`config.mk`:
```
export PLATFORM = sky130hd
export DESIGN_NAME = mux_scan_sequencer_flat
export DESIGN_NICKNAME = d
export VERILOG_FILES = /design/src/rtl/mux_scan_sequencer_pkg.sv /design/src/rtl/mux_scan_sequencer_if.sv /design/src/rtl/mux_scan_sequencer_dwell_counter.sv /design/src/rtl/mux_scan_sequencer.sv /design/src/flat_wrapper.sv
export SDC_FILE = /design/constraint.sdc
export NUM_CORES = 1
export LEC_CHECK = 0
export CORE_UTILIZATION = 45
export CTS_CLUSTER_SIZE = 25
export DETAILED_ROUTE_END_ITERATION = 7
export PLACE_DENSITY = 0.76
export REMOVE_ABC_BUFFERS = 1
export SLEW_MARGIN = 5
export SYNTH_ARGS = -nofsm -noshare
export SYNTH_HDL_FRONTEND = slang
export SYNTH_HIERARCHICAL = 1
export SYNTH_SLANG_ARGS = --single-unit
export TNS_END_PERCENT = 5
```
`constraint.sdc`:
```
create_clock -name clk -period 6 [get_ports clk]
set_input_delay 1.2 -clock clk [delete_from_list [all_inputs] [get_ports clk]]
set_output_delay 1.2 -clock clk [all_outputs]
set_load 0.01 [all_outputs]
```
`src/rtl/mux_scan_sequencer_pkg.sv`:
```
// Shared definitions for the 8-channel mux scan sequencer: channel count,
// channel index type and FSM state encoding. Imported by the RTL and the bench.
package mux_scan_sequencer_pkg;

    // Number of channels feeding the downstream 8x1 mux
    localparam int NUM_CH = 8;

    // Width of a channel index (3 bits selects one of eight channels)
    localparam int IDX_W = $clog2(NUM_CH);

    typedef logic [IDX_W-1:0] ch_idx_t;

    // Index of the final channel in a frame; its terminal count ends the frame
    localparam ch_idx_t LAST_CH = ch_idx_t'(NUM_CH - 1);

    // The sequencer only ever waits for a start or walks the channels
    typedef enum logic {
        IDLE = 1'b0,
        SCAN = 1'b1
    } scan_state_t;

endpackage

```
`src/rtl/mux_scan_sequencer_if.sv`:
```
// Bus bundle for the mux scan sequencer: register-write port, scan control,
// the eight channel words, mux select lines and scan status pulses.
interface mux_scan_sequencer_if #(
    parameter int DATA_W  = 4,
    parameter int DWELL_W = 8
) ();

    // Channel register write port
    logic                            wr_en;
    mux_scan_sequencer_pkg::ch_idx_t wr_addr;
    logic [DATA_W-1:0]               wr_data;

    // Scan control
    logic                            start;
    logic                            stop;
    logic                            continuous;
    logic [DWELL_W-1:0]              dwell;

    // Channel words presented to the downstream mux data inputs
    logic [DATA_W-1:0]               ch_a;
    logic [DATA_W-1:0]               ch_b;
    logic [DATA_W-1:0]               ch_c;
    logic [DATA_W-1:0]               ch_d;
    logic [DATA_W-1:0]               ch_e;
    logic [DATA_W-1:0]               ch_f;
    logic [DATA_W-1:0]               ch_g;
    logic [DATA_W-1:0]               ch_h;

    // Mux select and status
    logic                            sel0;
    logic                            sel1;
    logic                            sel2;
    logic                            busy;
    logic                            step;
    logic                            frame_done;

    // Controller side: drives writes and scan control, observes the outputs
    modport master (
        output wr_en, wr_addr, wr_data,
        output start, stop, continuous, dwell,
        input  ch_a, ch_b, ch_c, ch_d, ch_e, ch_f, ch_g, ch_h,
        input  sel0, sel1, sel2, busy, step, frame_done
    );

    // Sequencer side
    modport slave (
        input  wr_en, wr_addr, wr_data,
        input  start, stop, continuous, dwell,
        output ch_a, ch_b, ch_c, ch_d, ch_e, ch_f, ch_g, ch_h,
        output sel0, sel1, sel2, busy, step, frame_done
    );

endinterface

```
`src/rtl/mux_scan_sequencer_dwell_counter.sv`:
```
// Dwell counter: counts cycles spent on the current channel and flags the
// last cycle of the dwell. A dwell of 0 behaves exactly like a dwell of 1.
module dwell_counter #(
    parameter int DWELL_W = 8
) (
    input  logic               clk,
    input  logic               rst_n,
    input  logic               run,
    input  logic [DWELL_W-1:0] dwell,
    output logic               terminal
);

    logic [DWELL_W-1:0] count;
    logic [DWELL_W-1:0] last;

    // Final count value of a dwell; zero and one both give a one-cycle dwell
    always_comb begin
        last = '0;
        if (dwell != '0) begin
            last = dwell - DWELL_W'(1);
        end
    end

    assign terminal = run && (count == last);

    // Count while running, wrap at terminal count, hold at zero otherwise
    always_ff @(posedge clk) begin
        if (!rst_n) begin
            count <= '0;
        end else if (!run || terminal) begin
            count <= '0;
        end else begin
            count <= count + DWELL_W'(1);
        end
    end

endmodule

```
`src/rtl/mux_scan_sequencer.sv`:
```
// Mux scan sequencer: holds eight writable channel words and walks the mux
// select across them, spending a latched number of cycles on each channel.
// Runs one frame or wraps continuously; stop aborts at once.
module mux_scan_sequencer
    import mux_scan_sequencer_pkg::*;
#(
    parameter int DATA_W  = 4,
    parameter int DWELL_W = 8
) (
    input  logic                  clk,
    input  logic                  rst_n,
    mux_scan_sequencer_if.slave   bus
);

    scan_state_t        state;
    ch_idx_t            index;
    logic               busy;
    logic               step;
    logic               frame_done;
    logic [DWELL_W-1:0] dwell_lat;
    logic               cont_lat;

    logic [DATA_W-1:0]  ch_reg [NUM_CH];

    logic               run;
    logic               terminal;

    // The counter only advances in SCAN; a stop clears it along with the FSM
    assign run = (state == SCAN) && !bus.stop;

    dwell_counter #(
        .DWELL_W (DWELL_W)
    ) u_dwell_counter (
        .clk      (clk),
        .rst_n    (rst_n),
        .run      (run),
        .dwell    (dwell_lat),
        .terminal (terminal)
    );

    // Channel register file, writable in any state
    always_ff @(posedge clk) begin
        if (!rst_n) begin
            for (int i = 0; i < NUM_CH; i++) begin
                ch_reg[i] <= '0;
            end
        end else if (bus.wr_en) begin
            ch_reg[bus.wr_addr] <= bus.wr_data;
        end
    end

    // Scan FSM with registered select, busy and pulse outputs
    always_ff @(posedge clk) begin
        if (!rst_n) begin
            state      <= IDLE;
            index      <= '0;
            busy       <= 1'b0;
            step       <= 1'b0;
            frame_done <= 1'b0;
            dwell_lat  <= '0;
            cont_lat   <= 1'b0;
        end else begin
            step       <= 1'b0;
            frame_done <= 1'b0;
            case (state)
                IDLE: begin
                    if (bus.start && !bus.stop) begin
                        dwell_lat <= bus.dwell;
                        cont_lat  <= bus.continuous;
                        index     <= '0;
                        busy      <= 1'b1;
                        state     <= SCAN;
                    end
                end
                SCAN: begin
                    if (bus.stop) begin
                        index <= '0;
                        busy  <= 1'b0;
                        state <= IDLE;
                    end else if (terminal) begin
                        step <= 1'b1;
                        if (index == LAST_CH) begin
                            frame_done <= 1'b1;
                            index      <= '0;
                            if (!cont_lat) begin
                                busy  <= 1'b0;
                                state <= IDLE;
                            end
                        end else begin
                            index <= index + ch_idx_t'(1);
                        end
                    end
                end
                default: begin
                    index <= '0;
                    busy  <= 1'b0;
                    state <= IDLE;
                end
            endcase
        end
    end

    assign bus.ch_a       = ch_reg[0];
    assign bus.ch_b       = ch_reg[1];
    assign bus.ch_c       = ch_reg[2];
    assign bus.ch_d       = ch_reg[3];
    assign bus.ch_e       = ch_reg[4];
    assign bus.ch_f       = ch_reg[5];
    assign bus.ch_g       = ch_reg[6];
    assign bus.ch_h       = ch_reg[7];

    assign bus.sel0       = index[0];
    assign bus.sel1       = index[1];
    assign bus.sel2       = index[2];
    assign bus.busy       = busy;
    assign bus.step       = step;
    assign bus.frame_done = frame_done;

endmodule

```
`src/flat_wrapper.sv`:
```
// flat-port wrapper written by rule: the top's interface ports become plain ports
module mux_scan_sequencer_flat import mux_scan_sequencer_pkg::*;
#(
    parameter int DATA_W  = 4,
    parameter int DWELL_W = 8
)
  (clk, rst_n, bus_wr_en, bus_wr_addr, bus_wr_data, bus_start, bus_stop, bus_continuous, bus_dwell, bus_ch_a, bus_ch_b, bus_ch_c, bus_ch_d, bus_ch_e, bus_ch_f, bus_ch_g, bus_ch_h, bus_sel0, bus_sel1, bus_sel2, bus_busy, bus_step, bus_frame_done);
  mux_scan_sequencer_if #(.DATA_W(DATA_W), .DWELL_W(DWELL_W)) bus_i ();
  input  logic clk;
  input  logic rst_n;
  input wire logic [$bits(bus_i.wr_en)-1:0] bus_wr_en;
  input wire logic [$bits(bus_i.wr_addr)-1:0] bus_wr_addr;
  input wire logic [$bits(bus_i.wr_data)-1:0] bus_wr_data;
  input wire logic [$bits(bus_i.start)-1:0] bus_start;
  input wire logic [$bits(bus_i.stop)-1:0] bus_stop;
  input wire logic [$bits(bus_i.continuous)-1:0] bus_continuous;
  input wire logic [$bits(bus_i.dwell)-1:0] bus_dwell;
  output wire logic [$bits(bus_i.ch_a)-1:0] bus_ch_a;
  output wire logic [$bits(bus_i.ch_b)-1:0] bus_ch_b;
  output wire logic [$bits(bus_i.ch_c)-1:0] bus_ch_c;
  output wire logic [$bits(bus_i.ch_d)-1:0] bus_ch_d;
  output wire logic [$bits(bus_i.ch_e)-1:0] bus_ch_e;
  output wire logic [$bits(bus_i.ch_f)-1:0] bus_ch_f;
  output wire logic [$bits(bus_i.ch_g)-1:0] bus_ch_g;
  output wire logic [$bits(bus_i.ch_h)-1:0] bus_ch_h;
  output wire logic [$bits(bus_i.sel0)-1:0] bus_sel0;
  output wire logic [$bits(bus_i.sel1)-1:0] bus_sel1;
  output wire logic [$bits(bus_i.sel2)-1:0] bus_sel2;
  output wire logic [$bits(bus_i.busy)-1:0] bus_busy;
  output wire logic [$bits(bus_i.step)-1:0] bus_step;
  output wire logic [$bits(bus_i.frame_done)-1:0] bus_frame_done;
  assign bus_i.wr_en = bus_wr_en;
  assign bus_i.wr_addr = bus_wr_addr;
  assign bus_i.wr_data = bus_wr_data;
  assign bus_i.start = bus_start;
  assign bus_i.stop = bus_stop;
  assign bus_i.continuous = bus_continuous;
  assign bus_i.dwell = bus_dwell;
  assign bus_ch_a = bus_i.ch_a;
  assign bus_ch_b = bus_i.ch_b;
  assign bus_ch_c = bus_i.ch_c;
  assign bus_ch_d = bus_i.ch_d;
  assign bus_ch_e = bus_i.ch_e;
  assign bus_ch_f = bus_i.ch_f;
  assign bus_ch_g = bus_i.ch_g;
  assign bus_ch_h = bus_i.ch_h;
  assign bus_sel0 = bus_i.sel0;
  assign bus_sel1 = bus_i.sel1;
  assign bus_sel2 = bus_i.sel2;
  assign bus_busy = bus_i.busy;
  assign bus_step = bus_i.step;
  assign bus_frame_done = bus_i.frame_done;
  mux_scan_sequencer #(.DATA_W(DATA_W), .DWELL_W(DWELL_W)) u_core (.clk(clk), .rst_n(rst_n), .bus(bus_i));
endmodule
```
* Word-level counts from Yosys, hierarchy flattened
Memory sizes are Yosys's and may differ from the RTL's.
Index checks and enable logic that the tools add are counted.
** Word-level totals
- Input port bits :: 21
- Memory bits (read-only) :: 0
- Flip-flop bits (word level) :: 24
- Memory bits (writable) :: 32
- Memories kept :: 1
- Bits in latches :: 0
** Cells by class
- Eq/ne operators :: 6
- Reductions and logical operators :: 14
- Muxes and demuxes :: 27
- $add $sub $neg :: 3
- Div/mod/pow operators :: 0
- Multiply operators :: 0
- Bitwise operators :: 3
- $lt $le $gt $ge :: 0
- Shifts and indexed selects :: 0
** Memories
- u_core.ch_reg :: words 8, width 4, read ports 8, clocked after memory_dff 0, wr ports 8, line mux_scan_sequencer.sv:23 : logic [DATA_W-1:0] ch_reg [NUM_CH];
** Operators by type and width (number)
- 1-bit 2-to-1 mux :: 17
- 3-bit 2-to-1 mux :: 5
- 3-bit != test (second input constant) :: 3
- 8-bit by 1-bit adder with 8-bit output (second input constant) :: 1
- 8-bit == test :: 1
- 8-bit 2-to-1 mux :: 1
- 8-bit nonzero test :: 1
- 4-bit OR reduction :: 2
- 8-bit by 1-bit subtractor with 8-bit output (second input constant) :: 1
- 3-bit case mux with 2 select lines :: 1
- 4-bit 2-to-1 mux :: 1
- 1-bit case mux with 2 select lines :: 2
- 2-bit AND reduction :: 2
- 4-bit AND reduction :: 1
- 3-bit by 1-bit adder with 3-bit output (second input constant) :: 1
- 3-bit == test (second input constant) :: 1
- 1-bit logical AND :: 3
- 1-bit NOT :: 3
- 3-bit OR reduction :: 1
- 1-bit zero test :: 2
- 2-bit by 1-bit != test with 1-bit output (second input constant) :: 1
- 2-bit OR reduction :: 1
- 1-bit logical OR :: 1

* Logic depth before layout (Yosys ltp)
- Depth in word-level cells :: 7
- Gate-level depth with buffers :: 12
- Gate-level depth less buffers :: 11

* Hierarchy
The synthesis kept the hierarchy.
** By module, submodules not included
- mux_scan_sequencer :: instances 1, cells an instance 153, area each 1906.8 µm²
- dwell_counter :: instances 1, cells an instance 95, area each 739.5 µm²

* Worst setup path before layout
OpenSTA, ideal clock, no wires.
- Path kind :: register -> register
- Start :: register u_core.dwell_lat[4]
- End :: register u_core.index[0]
- Setup slack :: 3034 ps
- Stages on the path, launching flop included :: 12
- Data arrival time :: 2906 ps
- Period minus slack after synthesis :: 2966 ps
- Required time :: 5940 ps
- Cells stage by stage :: dfxtp_1 > buf_4 > or4_4 > or3_4 > and3_1 > a211o_1 > o2111a_1 > buf_6 > and2_1 > or3b_1 > o21ai_1 > a32o_1
** On the way
- Cells in the longest elaborated chain, start to end :: 6
- Elaborated cells on any way between the ends :: 7
- Those cells by class :: add/sub (1); eq/ne (2); mux (1); reduce/logical (3)
** RTL lines
- from (decl) :: line mux_scan_sequencer.sv:20 : logic [DWELL_W-1:0] dwell_lat;
- from (signal assigned) :: line mux_scan_sequencer.sv:68 : dwell_lat <= bus.dwell;
- 8-bit by 1-bit subtractor with 8-bit output or 8-bit nonzero test (tied branches) :: line mux_scan_sequencer_dwell_counter.sv:20, mux_scan_sequencer_dwell_counter.sv:19
- 8-bit 2-to-1 mux (*) :: line mux_scan_sequencer_dwell_counter.sv:19 : if (dwell != '0) begin
- 8-bit == test (*) :: line mux_scan_sequencer_dwell_counter.sv:24 : assign terminal = run && (count == last);
- 1-bit logical AND (*) :: line mux_scan_sequencer_dwell_counter.sv:24
- named net u_core.terminal :: line mux_scan_sequencer.sv:26 : logic terminal;
- 3-bit != test (no line) (*)
- 2-bit AND reduction (no line) (*)
- to (signal assigned) :: line mux_scan_sequencer.sv:90 : index <= index + ch_idx_t'(1);
- to (decl) :: line mux_scan_sequencer.sv:16 : ch_idx_t index;
Mark *: on every way through the listed nets, which the timed path passes. The rest lies on a longest branch.
A chain may end at the register's enable or synchronous reset.

* Worst setup path in the final report
- Start :: register u_core.dwell_lat[3]
- End :: register u_core.index[1]
Same word-level chain as after synthesis.

==> flow_summary.json <==
{
  "fin_cells": 378,
  "cp_data_required_time_ps": 6260,
  "powerDensity_nw_per_um2": 235,
  "p_sw_mw": 0.185,
  "drt_iter0_markers": 149,
  "hold_class": "flip-flop to flip-flop",
  "overflow": 0,
  "fin_setup_tns_ps": 0,
  "cts_buffers": 5,
  "finalSetupViolCount": 0,
  "num_io_pins": 59,
  "syn_to_final_growth_pct": 27.8,
  "slew_violations": 0,
  "dp_cells": 370,
  "criticalPathCategory": "flip-flop to flip-flop",
  "comb_power_share_pct": 14.3,
  "crit_fanout": 11,
  "yosysWarnings": 6,
  "gp_congestion": 0.813,
  "ys_ff_latch": 56,
  "synth_seq_area_share_pct": 54.5,
  "rsz0062_at_grt": "no",
  "diodes": 0,
  "swShare_pct": 23.3,
  "wl_met1_mm": 2.53,
  "dp_hpwl_mm": 3.77,
  "die_area_um2": 6190,
  "met2_length_mm": 2.45,
  "post_cts_buffers": 0,
  "antenna_found_initial": 0,
  "yosys_most_used_dff": "edfxtp_1",
  "cp.arrival_ps": 3400,
  "p_leak_nw": 1.24,
  "die_w_um": 78.7,
  "cts.sinks": 56,
  "routed_wl_mm": 5.25,
  "highest_layer": "met4",
  "cts_tree": "built",
  "grt_first_pass_wirelength_mm": 8.56,
  "clockRootBuffer": "clkbuf_8",
  "drt.antenna.violating_nets": 0,
  "h-tree-depth": 2,
  "power_frac_seq_pct": 54.5,
  "finalNetCount": 331,
  "track_usage_pct": 17.9,
  "cts.reportedPaths.clkPinSlew_ps": 100,
  "grt_pass1_vias": 1819,
  "finalCritPeriodShare_pct": 52.4,
  "synthArstFlopShare_pct": 0,
  "start_kind": "flip-flop",
  "synth_edf_count": 32,
  "io_buffers": 58,
  "finalHoldViolCount": 0,
  "die_h_um": 78.7,
  "drv_cap": 0,
  "wl_per_cell_um": 13.9,
  "grt_max_degree": 27,
  "postSynthCellCount": 248,
  "min_period_ps": 3140,
  "ir_drop_uv": 142,
  "fillers": 483,
  "pwr-share-clk_pct": 31.3,
  "met3_length_um": 188,
  "ff2ff_path_depth": 9,
  "first_pass_iters": 4,
  "cp-end-kind": "flip-flop",
  "synth_area_um2": 2650,
  "synth_cell_types": 49,
  "post_cts_resized": 0,
  "skew_ps": 2.71,
  "num_vias": 1927,
  "syn_area_per_cell_um2": 10.7,
  "largest_reg_flops": 32,
  "cts_max_path_buffers": 2,
  "cts_hold_buf": 0,
  "relSlewSlack_pct": 48.0,
  "worst_slew_pin_slew_ps": 774,
  "drive_gt1_share_pct": 4.58,
  "drc": 0,
  "insertion_delay_ps": 310,
  "rows": 27,
  "coreArea_um2": 5570,
  "start_util_pct": 47.5,
  "fmaxAchievable_mhz": 318,
  "internal-power_mw": 0.608,
  "status": "complete, no violations",
  "vias_per_cell": 5.10,
  "whs_path_depth": 2
}
path summary, 6_finish.rpt:
path,to,from,slack [ps]
max,u_core/index[1]$_SDFFE_PN0P_,u_core/dwell_lat[3]$_SDFFE_PN0P_,2860
min reg2reg,u_core/cont_lat$_SDFFE_PN0P_,u_core/cont_lat$_SDFFE_PN0P_,500
max reg2reg,u_core/index[1]$_SDFFE_PN0P_,u_core/dwell_lat[3]$_SDFFE_PN0P_,2860
min,u_core/cont_lat$_SDFFE_PN0P_,u_core/cont_lat$_SDFFE_PN0P_,500
power groups by stage:
stage	registers, mW	clock network, mW	logic (mW)
6_report	0.432	0.248	0.113
5_1_grt	0.434	0.264	0.123
4_1_cts	0.432	0.253	0.114
3_5_place_dp	0.441	0	0.113
3_3_place_gp	0.441	0	0.112
2_1_floorplan	0.447	0	0.0477
cells in the mapped netlist, types with 2 or more instances:
cell type,instances,share of area (%)
and2_1,35,8.3
nand2b_1,5,1.2
and3_1,5,1.2
ha_1,5,2.4
inv_1,4,0.57
nor2_1,18,2.6
xor2_1,3,0.99
buf_6,2,0.85
dfxtp_1,24,18
buf_2,2,0.38
nor2b_1,2,0.47
nand3_1,6,1.1
or3b_1,2,0.66
nand2_1,29,4.1
o41a_1,2,0.85
a21boi_0,8,2.3
a21boi_1,2,0.57
o21ai_0,9,1.7
or3_1,2,0.47
clkbuf_1,3,0.43
a21oi_1,4,0.76
nor3_1,6,1.1
xnor2_1,9,3.0
edfxtp_1,32,36
a32o_1,3,1.1
nor3b_2,2,0.95
a211oi_1,2,0.57
kinds of logic after synthesis:
family          share of synthesized area [%]
fa+ha+maj                                2.36
buf+inv                                  2.65
flops                                    54.5
simple gates                             25.9
compound gates                           10.6
xor+xnor                                 3.97
cell type report:
class | count | area (um2) | share of cell area (%)
clock inverter | 2 | 38.8 | 1.15
multi-input combinational | 179 | 1130 | 33.6
inverter | 4 | 15.0 | 0.444
clock buffer | 6 | 72.6 | 2.15
tap | 72 | 90.1 | 2.66
sequential | 56 | 1440 | 42.6
timing repair buffer | 59 | 588 | 17.4
routing by layer:
metal / GRT usage (%) / vias to the layer above
met2: 28.3 / 35
met5: 0 / -
met3: 3.14 / 7
met4: 6.30 / 0
li1: - / 993
met1: 24.6 / 892
cells in the final DEF, fill, tap and decap left out, types with 5 or more instances in the layout:
cell type / Yosys / routed
clkdlybuf4s50_1: 0 / 58
and2_1: 35 / 35
edfxtp_1: 32 / 32
nand2_1: 29 / 29
dfxtp_1: 24 / 24
nor2_1: 18 / 18
o21ai_0: 9 / 9
xnor2_1: 9 / 9
a21boi_0: 8 / 8
nand3_1: 6 / 6
nor3_1: 6 / 6
clkbuf_8: 0 / 5
nand2b_1: 5 / 5
and3_1: 5 / 5
ha_1: 5 / 5
through the flow:
step	setup slack, ps	hold slack [ps]	utilization, %	area [um2]	power, mW
final	2860	501	60.7	3380	0.793
after global routing	2650	535	60.7	3380	0.822
after CTS	2850	501	60.7	3380	0.799
after detailed placement	2840	484	58.7	3270	0.554
after global placement	2910	475	58.7	3270	0.553
after floorplan	3090	454	-	2590	0.495
critical path, cell delays in order (launching register included):
cell and delay [ps]:
dfxtp_1 400, or4_4 600, or3_4 360, and3_1 170
a211o_1 280, o2111a_1 360, and2_1 230, or3b_1 340
o21ai_1 160, a32o_1 190
Note: power is estimated with default switching activity, not from simulation.
